**config.mk**
```make
export PLATFORM = sky130hd
export DESIGN_NAME = uart_cmd_parser_flat
export DESIGN_NICKNAME = d
export VERILOG_FILES = /design/src/rtl/uart_cmd_parser_if.sv /design/src/rtl/uart_cmd_parser.sv /design/src/flat_wrapper.sv
export SDC_FILE = /design/constraint.sdc
export NUM_CORES = 1
export LEC_CHECK = 0
export CAP_MARGIN = 20
export CORE_ASPECT_RATIO = 0.5
export CORE_UTILIZATION = 51
export CTS_CLUSTER_SIZE = 40
export DETAILED_ROUTE_END_ITERATION = 16
export GPL_TIMING_DRIVEN = 0
export PLACE_DENSITY = 0.91
export SKIP_CTS_REPAIR_TIMING = 1
export SYNTH_ARGS = -nofsm -noshare
export SYNTH_HDL_FRONTEND = slang
export SYNTH_SLANG_ARGS = --single-unit
export TNS_END_PERCENT = 10
```
**constraint.sdc**
```tcl
create_clock -name clk -period 1.85 [get_ports clk]
set_input_delay 0.185 -clock clk [delete_from_list [all_inputs] [get_ports clk]]
set_output_delay 0.185 -clock clk [all_outputs]
set_load 0.05 [all_outputs]
```
**src/rtl/uart_cmd_parser_if.sv**
```systemverilog
// Byte-stream handshake from the UART receiver plus the character/colour buffer write port.
interface uart_cmd_parser_if #(
    parameter int unsigned IDX_W = 3
);
    logic [7:0]       rx_data;
    logic             rx_valid;
    logic             rx_ready;
    logic             wr_en;
    logic [IDX_W-1:0] wr_addr;
    logic [7:0]       wr_char;
    logic [3:0]       wr_color;

    modport master (
        output rx_data, rx_valid,
        input  rx_ready, wr_en, wr_addr, wr_char, wr_color
    );

    modport slave (
        input  rx_data, rx_valid,
        output rx_ready, wr_en, wr_addr, wr_char, wr_color
    );
endinterface

```
**src/rtl/uart_cmd_parser.sv**
```systemverilog
// Turns received bytes into character/colour buffer writes at a wrapping cursor,
// with CR/BS control bytes and ESC sequences for home, clear and colour selection.
module uart_cmd_parser #(
    parameter int unsigned MAX_CHARS = 8,
    parameter int unsigned IDX_W     = 3
) (
    input  logic             clk,
    input  logic             rst_n,
    input  logic [IDX_W-1:0] num_chars,
    input  logic [3:0]       rnd_color,
    uart_cmd_parser_if.slave bus,
    output logic [IDX_W-1:0] cursor,
    output logic             fixed_mode,
    output logic             err
);

    localparam logic [IDX_W-1:0] LAST_IDX = IDX_W'(MAX_CHARS - 1);

    localparam logic [7:0] B_BS  = 8'h08;
    localparam logic [7:0] B_CR  = 8'h0D;
    localparam logic [7:0] B_ESC = 8'h1B;
    localparam logic [7:0] B_C   = 8'h43;
    localparam logic [7:0] B_H   = 8'h48;
    localparam logic [7:0] B_R   = 8'h52;
    localparam logic [7:0] B_X   = 8'h58;

    typedef enum logic [1:0] {
        ST_IDLE  = 2'd0,
        ST_ESC   = 2'd1,
        ST_COLOR = 2'd2,
        ST_CLEAR = 2'd3
    } state_t;

    state_t           state_q, state_d;
    logic [IDX_W-1:0] cursor_q, cursor_d;
    logic [IDX_W-1:0] clr_idx_q, clr_idx_d;
    logic             fixed_mode_q, fixed_mode_d;
    logic [3:0]       fixed_color_q, fixed_color_d;
    logic             wr_en_q, wr_en_d;
    logic [IDX_W-1:0] wr_addr_q, wr_addr_d;
    logic [7:0]       wr_char_q, wr_char_d;
    logic [3:0]       wr_color_q, wr_color_d;
    logic             err_q, err_d;

    logic             accept;
    logic [IDX_W-1:0] cursor_adv;
    logic [3:0]       color_sel;
    logic [4:0]       hex;

    // Returns {valid, value} for an ASCII hex digit in either case.
    function automatic logic [4:0] hex_decode(input logic [7:0] b);
        logic [4:0] r;
        r = '0;
        if (b >= 8'h30 && b <= 8'h39)      r = {1'b1, 4'(b - 8'h30)};
        else if (b >= 8'h41 && b <= 8'h46) r = {1'b1, 4'(b - 8'h37)};
        else if (b >= 8'h61 && b <= 8'h66) r = {1'b1, 4'(b - 8'h57)};
        return r;
    endfunction

    assign bus.rx_ready = (state_q != ST_CLEAR);
    assign accept       = bus.rx_valid & bus.rx_ready;
    assign cursor_adv   = (cursor_q >= num_chars) ? '0 : cursor_q + IDX_W'(1);
    assign color_sel    = fixed_mode_q ? fixed_color_q : rnd_color;
    assign hex          = hex_decode(bus.rx_data);

    always_ff @(posedge clk or negedge rst_n) begin
        if (!rst_n) begin
            state_q       <= ST_IDLE;
            cursor_q      <= '0;
            clr_idx_q     <= '0;
            fixed_mode_q  <= 1'b0;
            fixed_color_q <= '0;
            wr_en_q       <= 1'b0;
            wr_addr_q     <= '0;
            wr_char_q     <= '0;
            wr_color_q    <= '0;
            err_q         <= 1'b0;
        end else begin
            state_q       <= state_d;
            cursor_q      <= cursor_d;
            clr_idx_q     <= clr_idx_d;
            fixed_mode_q  <= fixed_mode_d;
            fixed_color_q <= fixed_color_d;
            wr_en_q       <= wr_en_d;
            wr_addr_q     <= wr_addr_d;
            wr_char_q     <= wr_char_d;
            wr_color_q    <= wr_color_d;
            err_q         <= err_d;
        end
    end

    always_comb begin
        state_d       = state_q;
        cursor_d      = cursor_q;
        clr_idx_d     = clr_idx_q;
        fixed_mode_d  = fixed_mode_q;
        fixed_color_d = fixed_color_q;
        wr_en_d       = 1'b0;
        wr_addr_d     = wr_addr_q;
        wr_char_d     = wr_char_q;
        wr_color_d    = wr_color_q;
        err_d         = 1'b0;

        case (state_q)
            ST_IDLE: begin
                if (accept) begin
                    if (bus.rx_data >= 8'h20 && bus.rx_data <= 8'h7E) begin
                        wr_en_d    = 1'b1;
                        wr_addr_d  = cursor_q;
                        wr_char_d  = bus.rx_data;
                        wr_color_d = color_sel;
                        cursor_d   = cursor_adv;
                    end else if (bus.rx_data == B_CR) begin
                        cursor_d = '0;
                    end else if (bus.rx_data == B_BS) begin
                        cursor_d = (cursor_q == '0) ? num_chars : cursor_q - IDX_W'(1);
                    end else if (bus.rx_data == B_ESC) begin
                        state_d = ST_ESC;
                    end
                end
            end
            ST_ESC: begin
                if (accept) begin
                    state_d = ST_IDLE;
                    case (bus.rx_data)
                        B_C:     state_d = ST_COLOR;
                        B_R:     fixed_mode_d = 1'b0;
                        B_H:     cursor_d = '0;
                        B_X: begin
                            clr_idx_d = '0;
                            state_d   = ST_CLEAR;
                        end
                        default: err_d = 1'b1;
                    endcase
                end
            end
            ST_COLOR: begin
                if (accept) begin
                    state_d = ST_IDLE;
                    if (hex[4]) begin
                        fixed_color_d = hex[3:0];
                        fixed_mode_d  = 1'b1;
                    end else begin
                        err_d = 1'b1;
                    end
                end
            end
            ST_CLEAR: begin
                // Blank every entry, one per cycle, independent of num_chars.
                wr_en_d    = 1'b1;
                wr_addr_d  = clr_idx_q;
                wr_char_d  = 8'h00;
                wr_color_d = 4'h0;
                clr_idx_d  = clr_idx_q + IDX_W'(1);
                if (clr_idx_q == LAST_IDX) begin
                    cursor_d = '0;
                    state_d  = ST_IDLE;
                end
            end
            default: state_d = ST_IDLE;
        endcase
    end

    assign bus.wr_en    = wr_en_q;
    assign bus.wr_addr  = wr_addr_q;
    assign bus.wr_char  = wr_char_q;
    assign bus.wr_color = wr_color_q;
    assign cursor       = cursor_q;
    assign fixed_mode   = fixed_mode_q;
    assign err          = err_q;

endmodule

```
**src/flat_wrapper.sv**
```systemverilog
// flat-port wrapper written by rule: the top's interface ports become plain ports
module uart_cmd_parser_flat 
#(
    parameter int unsigned MAX_CHARS = 8,
    parameter int unsigned IDX_W     = 3
)
  (clk, rst_n, num_chars, rnd_color, cursor, fixed_mode, err, bus_rx_data, bus_rx_valid, bus_rx_ready, bus_wr_en, bus_wr_addr, bus_wr_char, bus_wr_color);
  uart_cmd_parser_if #(.IDX_W(IDX_W)) bus_i ();
  input  logic clk;
  input  logic rst_n;
  input  logic [IDX_W-1:0] num_chars;
  input  logic [3:0] rnd_color;
  output logic [IDX_W-1:0] cursor;
  output logic fixed_mode;
  output logic err;
  input wire logic [$bits(bus_i.rx_data)-1:0] bus_rx_data;
  input wire logic [$bits(bus_i.rx_valid)-1:0] bus_rx_valid;
  output wire logic [$bits(bus_i.rx_ready)-1:0] bus_rx_ready;
  output wire logic [$bits(bus_i.wr_en)-1:0] bus_wr_en;
  output wire logic [$bits(bus_i.wr_addr)-1:0] bus_wr_addr;
  output wire logic [$bits(bus_i.wr_char)-1:0] bus_wr_char;
  output wire logic [$bits(bus_i.wr_color)-1:0] bus_wr_color;
  assign bus_i.rx_data = bus_rx_data;
  assign bus_i.rx_valid = bus_rx_valid;
  assign bus_rx_ready = bus_i.rx_ready;
  assign bus_wr_en = bus_i.wr_en;
  assign bus_wr_addr = bus_i.wr_addr;
  assign bus_wr_char = bus_i.wr_char;
  assign bus_wr_color = bus_i.wr_color;
  uart_cmd_parser #(.MAX_CHARS(MAX_CHARS), .IDX_W(IDX_W)) u_core (.clk(clk), .rst_n(rst_n), .num_chars(num_chars), .rnd_color(rnd_color), .bus(bus_i), .cursor(cursor), .fixed_mode(fixed_mode), .err(err));
endmodule
```
==> impl_metrics.csv, run 1 <==
group,metric,value,unit
run_status,status,"finished with violations",
run_status,violations,"negative setup slack",
global_routing,track_usage,25.6,%
cts,cts_root_buffer,"clkbuf_8",
die,coreArea,3550,µm²
cells_and_area,mostFrequentLayoutCells,"clkdlybuf4s50_1 (32), dfrtp_1 (29), nand2_1 (21)",
die,io_pins,40,
critical_path,worst-setup-path-type,"input port to flop",
placement,dpl.hpwl,3.58,mm
sta,fmax,487,MHz
sta,setup_ws,-205,ps
die,start_util,55.3,%
drt,post-route-drc-count,0,
yosys,synth-edff-count,0,
critical_path,cp_slowest_stage_delay,540,ps
global_routing,grt_pass1_vias,1651,
sta,finalClockSkew,4.94,ps
placement,io_buffers,39,
yosys,synthArstFlopShare,100,%
drt,wl_met2,2.43,mm
yosys,synth-seq-cells,30,
critical_path,crit_path_end_kind,"flop",
placement,placed_cell_area,2430,µm²
drt,postRouteAntennaNets,0,
drt,routedWlPerCell,17.2,µm
cts,clock-sinks,30,
critical_path,path_max_fanout,5,
sta,period_share,111,%
critical_path,crit_arrival,2220,ps
yosys,ys_seq_area_share,38.3,%
drt,wl,5.25,mm
yosys,synthesis.nets,239,
cells_and_area,area_growth,33.4,%
yosys,syn_inst,205,
critical_path,slowest_stage,"or4b_4",
min_path,hp-class,"input port to async pin",
die,die_h,45.9,µm
yosys,syn_area_per_cell,9.57,µm²
yosys,synth.top_cells.by_area,"dfrtp_1 (38%), ha_1 (10%), mux2i_1 (5.1%)",
cts,htreeDepth,2,
yosys,syn-cell-area,1960,µm²
global_routing,overflow,0,
critical_path,worstSetupStartpointType,"input port",
cells_and_area,n_antenna_cell,0,
critical_path,worstPathCellList,"clkdlybuf4s50_1 > or4b_4 > a311oi_2 > or2_1 > and3_1 > buf_6 > mux2_4",
yosys,yosysTopAreaCell,"dfrtp_1",
pwr,max-vdd-ir-drop,0.688,mV
cells_and_area,layout-drive-gt1-share,13.0,%
cts,cts_buffers,5,
run,maxCapViolCount,0,
sta,final-setup-viol-count,25,
cells_and_area,mostFrequentLayoutCell,"clkdlybuf4s50_1",
die,die-area,4110,µm²
global_routing,grt_max_degree,23,
global_routing,grt_pass1_wl,8.05,mm
yosys,synth_ff_type,"dfrtp_1",
cells_and_area,nFillCells,228,
drt,viasPerCell,6.08,
pwr,power.density,1350,nW/µm²
critical_path,critPathRequiredTime,2010,ps
die,fp.dieW,89.7,µm
drt,drtIter0Drc,187,
drt,dr_wl_met3,389,µm
cts,cts_tree,"yes",
yosys,yosysTopAreaCellShare,38.3,%
drt,vias,1855,
cells_and_area,stdcell_area,2620,µm²
global_routing,antenna_found_initial,0,
cells_and_area,fin_nets,287,
sta,rsz0062_at_grt,"true",
sta,slew_headroom,62.1,%
placement,gp_congestion,0.848,
drt,highest_layer,"met4",
cts,clk_latency,280,ps
drt,firstDrtPassIters,5,
cells_and_area,multi_input_area,1140,µm²
yosys,synth_cell_types,50,
drt,m1WireLength,2.26,mm
sta,worst_slew_pin_slew,568,ps
sta,holdWs,232,ps
die,rows,15,
sta,slew_viol_final,0,
cells_and_area,seqCellArea,752,µm²
sta,fin_crit,2050,ps
pwr,total_power,3.54,mW
sta,final_hold_viol_count,0,
yosys,synth_warnings,0,
cts,clkTransAtPathRegs,70,ps
cts,cts_buffer_depth,2,
pwr,cellLeakagePower,1.17,nW
-- flip-flops by register name, summed over array words and instances, names as in the netlist --
signal,cells
u_core.bus.wr_char,8
u_core.bus.wr_color,4
u_core.fixed_color_q,4
u_core.bus.wr_addr,3
u_core.clr_idx_q,3
u_core.cursor,3
u_core.state_q,2
u_core.bus.wr_en,1
u_core.err,1
u_core.fixed_mode,1
-- through the flow --
| step | util, % | setup TNS, ps | worst slack [ps] | instances |
|---|---|---|---|---|
| after global placement | 68.1 | -14450 | -793 | 295 |
| after global routing | 73.8 | -3600 | -230 | 305 |
| final | 73.8 | -2070 | -205 | 305 |
| after CTS | 71.7 | -9700 | -677 | 304 |
| after floorplan | - | -56.5 | -20.5 | 205 |
| after detailed placement | 68.6 | -16190 | -927 | 296 |
-- critical path, delay by kind of cell --
| kind | cells | cell delay [ps] |
|---|---|---|
| AOI/OAI and AO/OA | 1 | 280 |
| buffers and inverters | 2 | 550 |
| muxes | 1 | 300 |
| and+or+nand+nor | 3 | 890 |
-- report_power, final --
part	internal, mW	switching [mW]
Combinational	0.678	1.22
Clock	0.375	0.248
Sequential	0.862	0.159
-- cell families after synthesis --
group,Yosys count,share of synthesized area (%)
fa+ha+maj,16,10.2
compound gates,51,19.5
flops,30,38.3
simple gates,66,17.5
xor+xnor,2,0.893
mux,14,7.97
buf+inv,26,5.74
-- synthesized netlist by cell type, drive strengths merged (2+ instances only) --
library cell	number
a2111oi	4
a211oi	3
a21oi	5
a22o	9
a311oi	2
a31oi	2
and3	3
buf	8
clkbuf	3
dfrtp	30
ha	16
inv	15
mux2	4
mux2i	10
nand2	21
nand2b	2
nand3	3
nand4b	2
nor2	10
nor2b	5
nor3	6
nor3b	2
nor4	3
o21ai	12
o31ai	4
or2	2
or3	2
-- metal layers --
metal | GRT usage (%) | vias up
li1 | - | 841
met1 | 32.6 | 882
met2 | 43.1 | 106
met3 | 6.67 | 26
met4 | 10.8 | 0
met5 | 0 | -
-- path summary, 6_finish.rpt --
| check | start | endpoint | slack (ps) | depth (start not counted) |
|---|---|---|---|---|
| setup / recovery | bus_rx_data[4] | u_core.fixed_color_q[1]$_DFFE_PN0P_ | -200 | 7 |
| hold / removal | rst_n | u_core.bus.wr_char[6]$_DFFE_PN0P_ | 230 | 1 |
| setup reg to reg | u_core.state_q[1]$_DFFE_PN0P_ | u_core.cursor[2]$_DFFE_PN0P_ | -90 | 8 |
| hold reg to reg | u_core.bus.wr_addr[1]$_DFFE_PN0P_ | u_core.bus.wr_addr[1]$_DFFE_PN0P_ | 490 | 2 |
| max in group asynchronous | rst_n | u_core.clr_idx_q[2]$_DFFE_PN0P_ | 1090 | 2 |
| min in group clk | bus_rx_data[1] | u_core.bus.wr_char[1]$_DFFE_PN0P_ | 410 | 2 |
-- final cells by class --
type | count | area share [%]
flip-flops and latches | 30 | 28.7
repair buffers | 41 | 16.5
inverters | 15 | 2.15
well taps | 51 | 2.44
plain buffers | 11 | 2.49
multi-input cells | 149 | 43.5
clock buffers | 8 | 4.21
Note: power is estimated with default switching activity, not from simulation.
==> run 2, diff against run 1 <==
--- a/config.mk
+++ b/config.mk
@@ -7,11 +7,12 @@
 export LEC_CHECK = 0
 export CAP_MARGIN = 20
 export CORE_ASPECT_RATIO = 0.5
-export CORE_UTILIZATION = 51
+export CORE_UTILIZATION = 55
 export CTS_CLUSTER_SIZE = 40
 export DETAILED_ROUTE_END_ITERATION = 16
+export DONT_BUFFER_PORTS = 1
 export GPL_TIMING_DRIVEN = 0
-export PLACE_DENSITY = 0.91
+export PLACE_DENSITY = 0.82
 export SKIP_CTS_REPAIR_TIMING = 1
 export SYNTH_ARGS = -nofsm -noshare
 export SYNTH_HDL_FRONTEND = slang
==> run 2 against run 1 <==
The run still ends with negative setup slack left; final area shrank 14%; cell count down 14%; die area decreased by 7.0%; worst setup slack better by 160 ps; first-iteration DRC count fell by 35%; total power fell by 10%; routed wire length down 9.8%; via count fell by 13%; flip-flop and latch count unchanged; critical path depth stayed put; count of clock-buffer cells in the layout is 1 lower; global-route usage shrank 0.16 points; critical endpoint is now u_core.cursor[1]$_DFFE_PN0P_.
==> impl_metrics.csv, run 2 (synthesized netlist as in run 1, its figures left out) <==
group,metric,value,unit
pwr,cellLeakagePower,0.955,nW
min_path,hold_depth,1,
placement,dp.cells,253,
placement,gp_congestion,0.832,
global_routing,antenna_found_initial,0,
global_routing,track_usage,25.5,%
drt,post-route-drc-count,0,
critical_path,crit_arrival,2090,ps
sta,rsz0062_at_grt,"true",
cells_and_area,fin_nets,247,
cells_and_area,nFillCells,259,
sta,holdWs,44.0,ps
cts,clkTransAtPathRegs,70,ps
cells_and_area,mostFrequentLayoutCells,"dfrtp_1 (26), nand2_1 (21), ha_1 (13)",
sta,worst_slew_pin_slew,679,ps
cells_and_area,seqCellArea,761,µm²
drt,drtIter0Drc,122,
sta,final-setup-viol-count,1,
critical_path,path_max_fanout,5,
cts,clock-sinks,30,
cells_and_area,area_growth,14.7,%
sta,final_hold_viol_count,0,
critical_path,critPathRequiredTime,2050,ps
die,fp.dieW,86.5,µm
cts,cts_buffer_depth,2,
sta,finalClockSkew,4.15,ps
drt,viasPerCell,6.18,
cts,cts_root_buffer,"clkbuf_8",
drt,firstDrtPassIters,4,
cells_and_area,n_antenna_cell,0,
drt,routedWlPerCell,18.1,µm
cells_and_area,multi_input_area,1190,µm²
critical_path,crit_path_end_kind,"flop",
cells_and_area,largest_reg_flops,8,
min_path,hp-start,"bus_rx_data[5]",
placement,io_buffers,0,
cts,cts_tree,"yes",
run_status,status,"finished with violations",
critical_path,worstSetupStartpointType,"flop",
critical_path,r2r_setup_slack,-40,ps
die,coreArea,3190,µm²
global_routing,grt_pass1_vias,1599,
critical_path,worst-setup-path-type,"flop to flop",
cells_and_area,fin_util,70.6,%
run_status,violations,"negative setup slack",
die,die_h,44.2,µm
cells_and_area,mostFrequentLayoutCell,"dfrtp_1",
cells_and_area,fin_cells,262,
drt,vias,1619,
min_path,hp-class,"input port to flop",
global_routing,grt_pass1_wl,7.32,mm
min_path,hold_end,"u_core.bus.wr_char[5]$_DFFE_PN0P_",
cts,clk_latency,280,ps
die,rows,14,
pwr,max-vdd-ir-drop,0.766,mV
sta,fmax,529,MHz
die,io_pins,40,
critical_path,crit_start,"u_core.cursor[0]$_DFFE_PN0P_",
drt,postRouteAntennaNets,0,
cts,htreeDepth,2,
critical_path,rr_worst_depth,7,
global_routing,grt_max_degree,31,
cells_and_area,layout-drive-gt1-share,20.1,%
die,start_util,61.5,%
drt,wl,4.73,mm
run,maxCapViolCount,0,
sta,setup_ws,-40.9,ps
sta,slew_viol_final,0,
sta,fin_crit,1890,ps
cts,cts_buffers,5,
die,die-area,3820,µm²
global_routing,overflow,0,
sta,period_share,102,%
pwr,power.density,1420,nW/µm²
critical_path,r2r-start,"u_core.cursor[0]$_DFFE_PN0P_",
placement,dpl.hpwl,3.30,mm
sta,slew_headroom,54.3,%
critical_path,worst_r2r_endpoint,"u_core.cursor[1]$_DFFE_PN0P_",
[run 2: cell types whose count changed in the layout (fill, tap and decap cells not counted), sizes merged]
| cell | before | now |
|---|---|---|
| inv | 15 | 14 |
| clkdlybuf4s50 | 32 | 0 |
| clkbuf | 14 | 8 |
| dlygate4sd3 | 0 | 1 |
| buf | 7 | 10 |
| dlymetal6s2s | 7 | 0 |
| clkinv | 0 | 1 |
| clkinvlp | 0 | 1 |
[run 2: power breakdown]
part           switching [mW]  leakage, nW  internal, mW
sequential              0.829        0.372         0.863
clock                   0.248       0.0482         0.300
combinational           0.518        0.535         0.428
total                    1.60        0.955          1.59
[run 2: layout make-up]
cell class	instances	share of cell area [%]
sequential	30	33.8
clock buffer	7	3.84
multi-input combinational	149	52.8
clock inverter	1	0.222
tap	48	2.67
inverter	15	2.78
buffer	9	2.17
timing repair buffer	3	1.67
[run 2: how the worst max path moves through the flow]
| stage | end | slack (ps) | depth (start not counted) |
|---|---|---|---|
| 2_1_floorplan | u_core.cursor[0]$_DFFE_PN0P_ | -20 | 6 |
| 3_3_place_gp | u_core.fixed_color_q[2]$_DFFE_PN0P_ | -170 | 8 |
| 3_5_place_dp | u_core.cursor[0]$_DFFE_PN0P_ | -260 | 6 |
| 4_1_cts | u_core.cursor[0]$_DFFE_PN0P_ | -270 | 6 |
| 5_1_grt | u_core.cursor[1]$_DFFE_PN0P_ | -140 | 7 |
| 6_report | u_core.cursor[1]$_DFFE_PN0P_ | -40 | 7 |
[run 2: worst max-delay path, stage by stage (launching register included)]
cell and delay [ps]:
dfrtp_4 590, inv_4 120, ha_2 190, nor2b_4 200, nor2_1 90, a2111oi_2 400
o21ai_1 100, mux2i_1 130
[run 2: metal layers]
layer	share of wire [%]	track usage, %	routed length, µm	vias to the layer above
met5	0	0	0	-
met4	1.5	6.33	72	0
met3	6.2	7.46	295	13
met2	46	41.7	2190	69
met1	46	34.0	2180	774
li1	-	-	-	763
[run 2: stage by stage]
stage / setup TNS, ps / instance area, µm² / setup WS (ps) / power [mW]
floorplan: -56.5 / 1960 / -20.5 / 2.26
global route: -199 / 2250 / -142 / 3.35
detailed placement: -2360 / 2020 / -256 / 2.46
finish: -40.9 / 2250 / -40.9 / 3.19
global placement: -1340 / 2020 / -169 / 2.41
CTS: -2010 / 2110 / -268 / 3.01
==> run 3, diff against run 2 <==
--- a/config.mk
+++ b/config.mk
@@ -7,6 +7,7 @@
 export LEC_CHECK = 0
 export CAP_MARGIN = 20
 export CORE_ASPECT_RATIO = 0.5
+export CORE_MARGIN = 2
 export CORE_UTILIZATION = 55
 export CTS_CLUSTER_SIZE = 40
 export DETAILED_ROUTE_END_ITERATION = 16
==> run 3 against run 2 <==
The run now ends clean; sequential power hardly changed; count of clock-buffer cells in the layout is 1 lower; cell count is 2.3% higher; largest power group unchanged; clock skew is 0.89 ps higher; sequential share of layout area is 0.26 points lower; via count is 0.74% lower; critical endpoint is now u_core.state_q[0]$_DFFE_PN0P_.
==> impl_metrics.csv, run 3 (synthesized netlist as in run 1, its figures left out) <==
group,metric,value,unit
critical_path,critPathRequiredTime,2000,ps
sta,slew_headroom,53.5,%
sta,final_hold_viol_count,0,
cts,cts_buffers,5,
die,fp.dieW,88.5,µm
run,maxCapViolCount,0,
placement,io_buffers,0,
die,start_util,57.4,%
cells_and_area,area_growth,15.8,%
cells_and_area,fin_nets,250,
sta,worst_slew_pin_slew,691,ps
min_path,hp-class,"input port to flop",
global_routing,antenna_found_initial,0,
cells_and_area,stdcell_area,2270,µm²
cts,clock-sinks,30,
cts,cts_root_buffer,"clkbuf_8",
sta,fmax,557,MHz
drt,wl,4.47,mm
placement,dpl.hpwl,3.24,mm
pwr,cellLeakagePower,0.975,nW
cells_and_area,mostFrequentLayoutCells,"dfrtp_1 (27), nand2_1 (21), ha_1 (13)",
cells_and_area,nFillCells,273,
run_status,status,"finished clean",
global_routing,grt_max_degree,31,
placement,placed_cell_area,2030,µm²
cells_and_area,n_antenna_cell,0,
sta,fin_crit,1790,ps
global_routing,grt_pass1_wl,7.12,mm
sta,rsz0062_at_grt,"true",
cells_and_area,mostFrequentLayoutCell,"dfrtp_1",
drt,firstDrtPassIters,4,
drt,drtIter0Drc,90,
critical_path,worstSetupStartpointType,"flop",
pwr,power.density,1400,nW/µm²
sta,period_share,97.0,%
cells_and_area,layout-drive-gt1-share,19.8,%
sta,fin_tns_setup,0,ps
critical_path,path_max_fanout,8,
cts,cts_tree,"yes",
critical_path,worst-setup-path-type,"flop to flop",
die,die_h,46.2,µm
placement,gp_congestion,0.834,
die,coreArea,3420,µm²
drt,routedWlPerCell,16.7,µm
cts,htreeDepth,2,
pwr,max-vdd-ir-drop,0.692,mV
pwr,total_power,3.19,mW
drt,viasPerCell,6.00,
cts,cts_buffer_depth,2,
sta,final-setup-viol-count,0,
die,rows,15,
critical_path,crit_path_end_kind,"flop",
drt,postRouteAntennaNets,0,
die,die-area,4090,µm²
global_routing,overflow,0,
sta,slew_viol_final,0,
die,io_pins,40,
cells_and_area,largest_reg_flops,8,
global_routing,grt_pass1_vias,1540,
drt,vias,1607,
sta,finalClockSkew,5.04,ps
drt,post-route-drc-count,0,
cts,clk_latency,280,ps
cts,clkTransAtPathRegs,60,ps
critical_path,crit_arrival,1950,ps
global_routing,track_usage,23.4,%
[run 3: changes by cell type in the layout (fill, tap and decap cells not counted), sizes merged]
cell / previous run / this run
dlymetal6s2s: 0 / 1
clkinv: 1 / 2
buf: 10 / 11
[run 3: worst paths after layout]
| check | startpoint | to | slack [ps] | cells past startpoint |
|---|---|---|---|---|
| worst min register to register | u_core.clr_idx_q[2]$_DFFE_PN0P_ | u_core.clr_idx_q[2]$_DFFE_PN0P_ | 500 | 2 |
| worst min-delay path | bus_rx_data[5] | u_core.bus.wr_char[5]$_DFFE_PN0P_ | 40 | 1 |
| max in group asynchronous | rst_n | u_core.cursor[1]$_DFFE_PN0P_ | 1300 | 2 |
| min in group asynchronous | rst_n | u_core.state_q[1]$_DFFE_PN0P_ | 360 | 2 |
| worst max-delay path | u_core.state_q[0]$_DFFE_PN0P_ | u_core.state_q[0]$_DFFE_PN0P_ | 60 | 7 |
| worst max register to register | u_core.state_q[0]$_DFFE_PN0P_ | u_core.state_q[0]$_DFFE_PN0P_ | 60 | 7 |
[run 3: metal layers]
layer	up-vias	track usage (%)	wire length, µm
met1	784	32.4	2100
met4	0	8.79	59
met2	41	35.6	2070
met3	7	6.09	240
met5	-	0	0
li1	775	-	-
[run 3: through the flow]
step | util (%) | hold slack (ps) | cells | worst slack (ps)
after detailed placement | 59.3 | -110 | 256 | -332
after global routing | 66.5 | 44.8 | 268 | -20.0
after floorplan | - | -111 | 205 | -20.5
final | 66.5 | 41.9 | 268 | 56.0
after global placement | 59.3 | -110 | 256 | -173
after CTS | 61.8 | -418 | 264 | -356
[run 3: where the power goes]
part / total, mW / internal, mW / switching [mW]
Clock: 0.504 / 0.260 / 0.244
Combinational: 1.00 / 0.463 / 0.539
Sequential: 1.68 / 0.867 / 0.817
Total: 3.19 / 1.59 / 1.60
[run 3: layout make-up]
cell class / instances / area (µm²) / share of cell area [%]
multi-input cells: 149 / 1190 / 52.3
plain buffers: 10 / 53.8 / 2.37
clock inverters: 2 / 10.0 / 0.441
flip-flops and latches: 30 / 762 / 33.6
inverters: 15 / 62.6 / 2.75
well taps: 51 / 63.8 / 2.81
repair buffers: 5 / 57.6 / 2.53
clock buffers: 6 / 72.6 / 3.20
[run 3: worst max-delay path, stage by stage (launching register included)]
cell and delay [ps]:
dfrtp_1 420, inv_1 110, ha_1 200, buf_2 170, nor3_1 180, o221ai_1 210, a311oi_1 300, a21oi_1 70
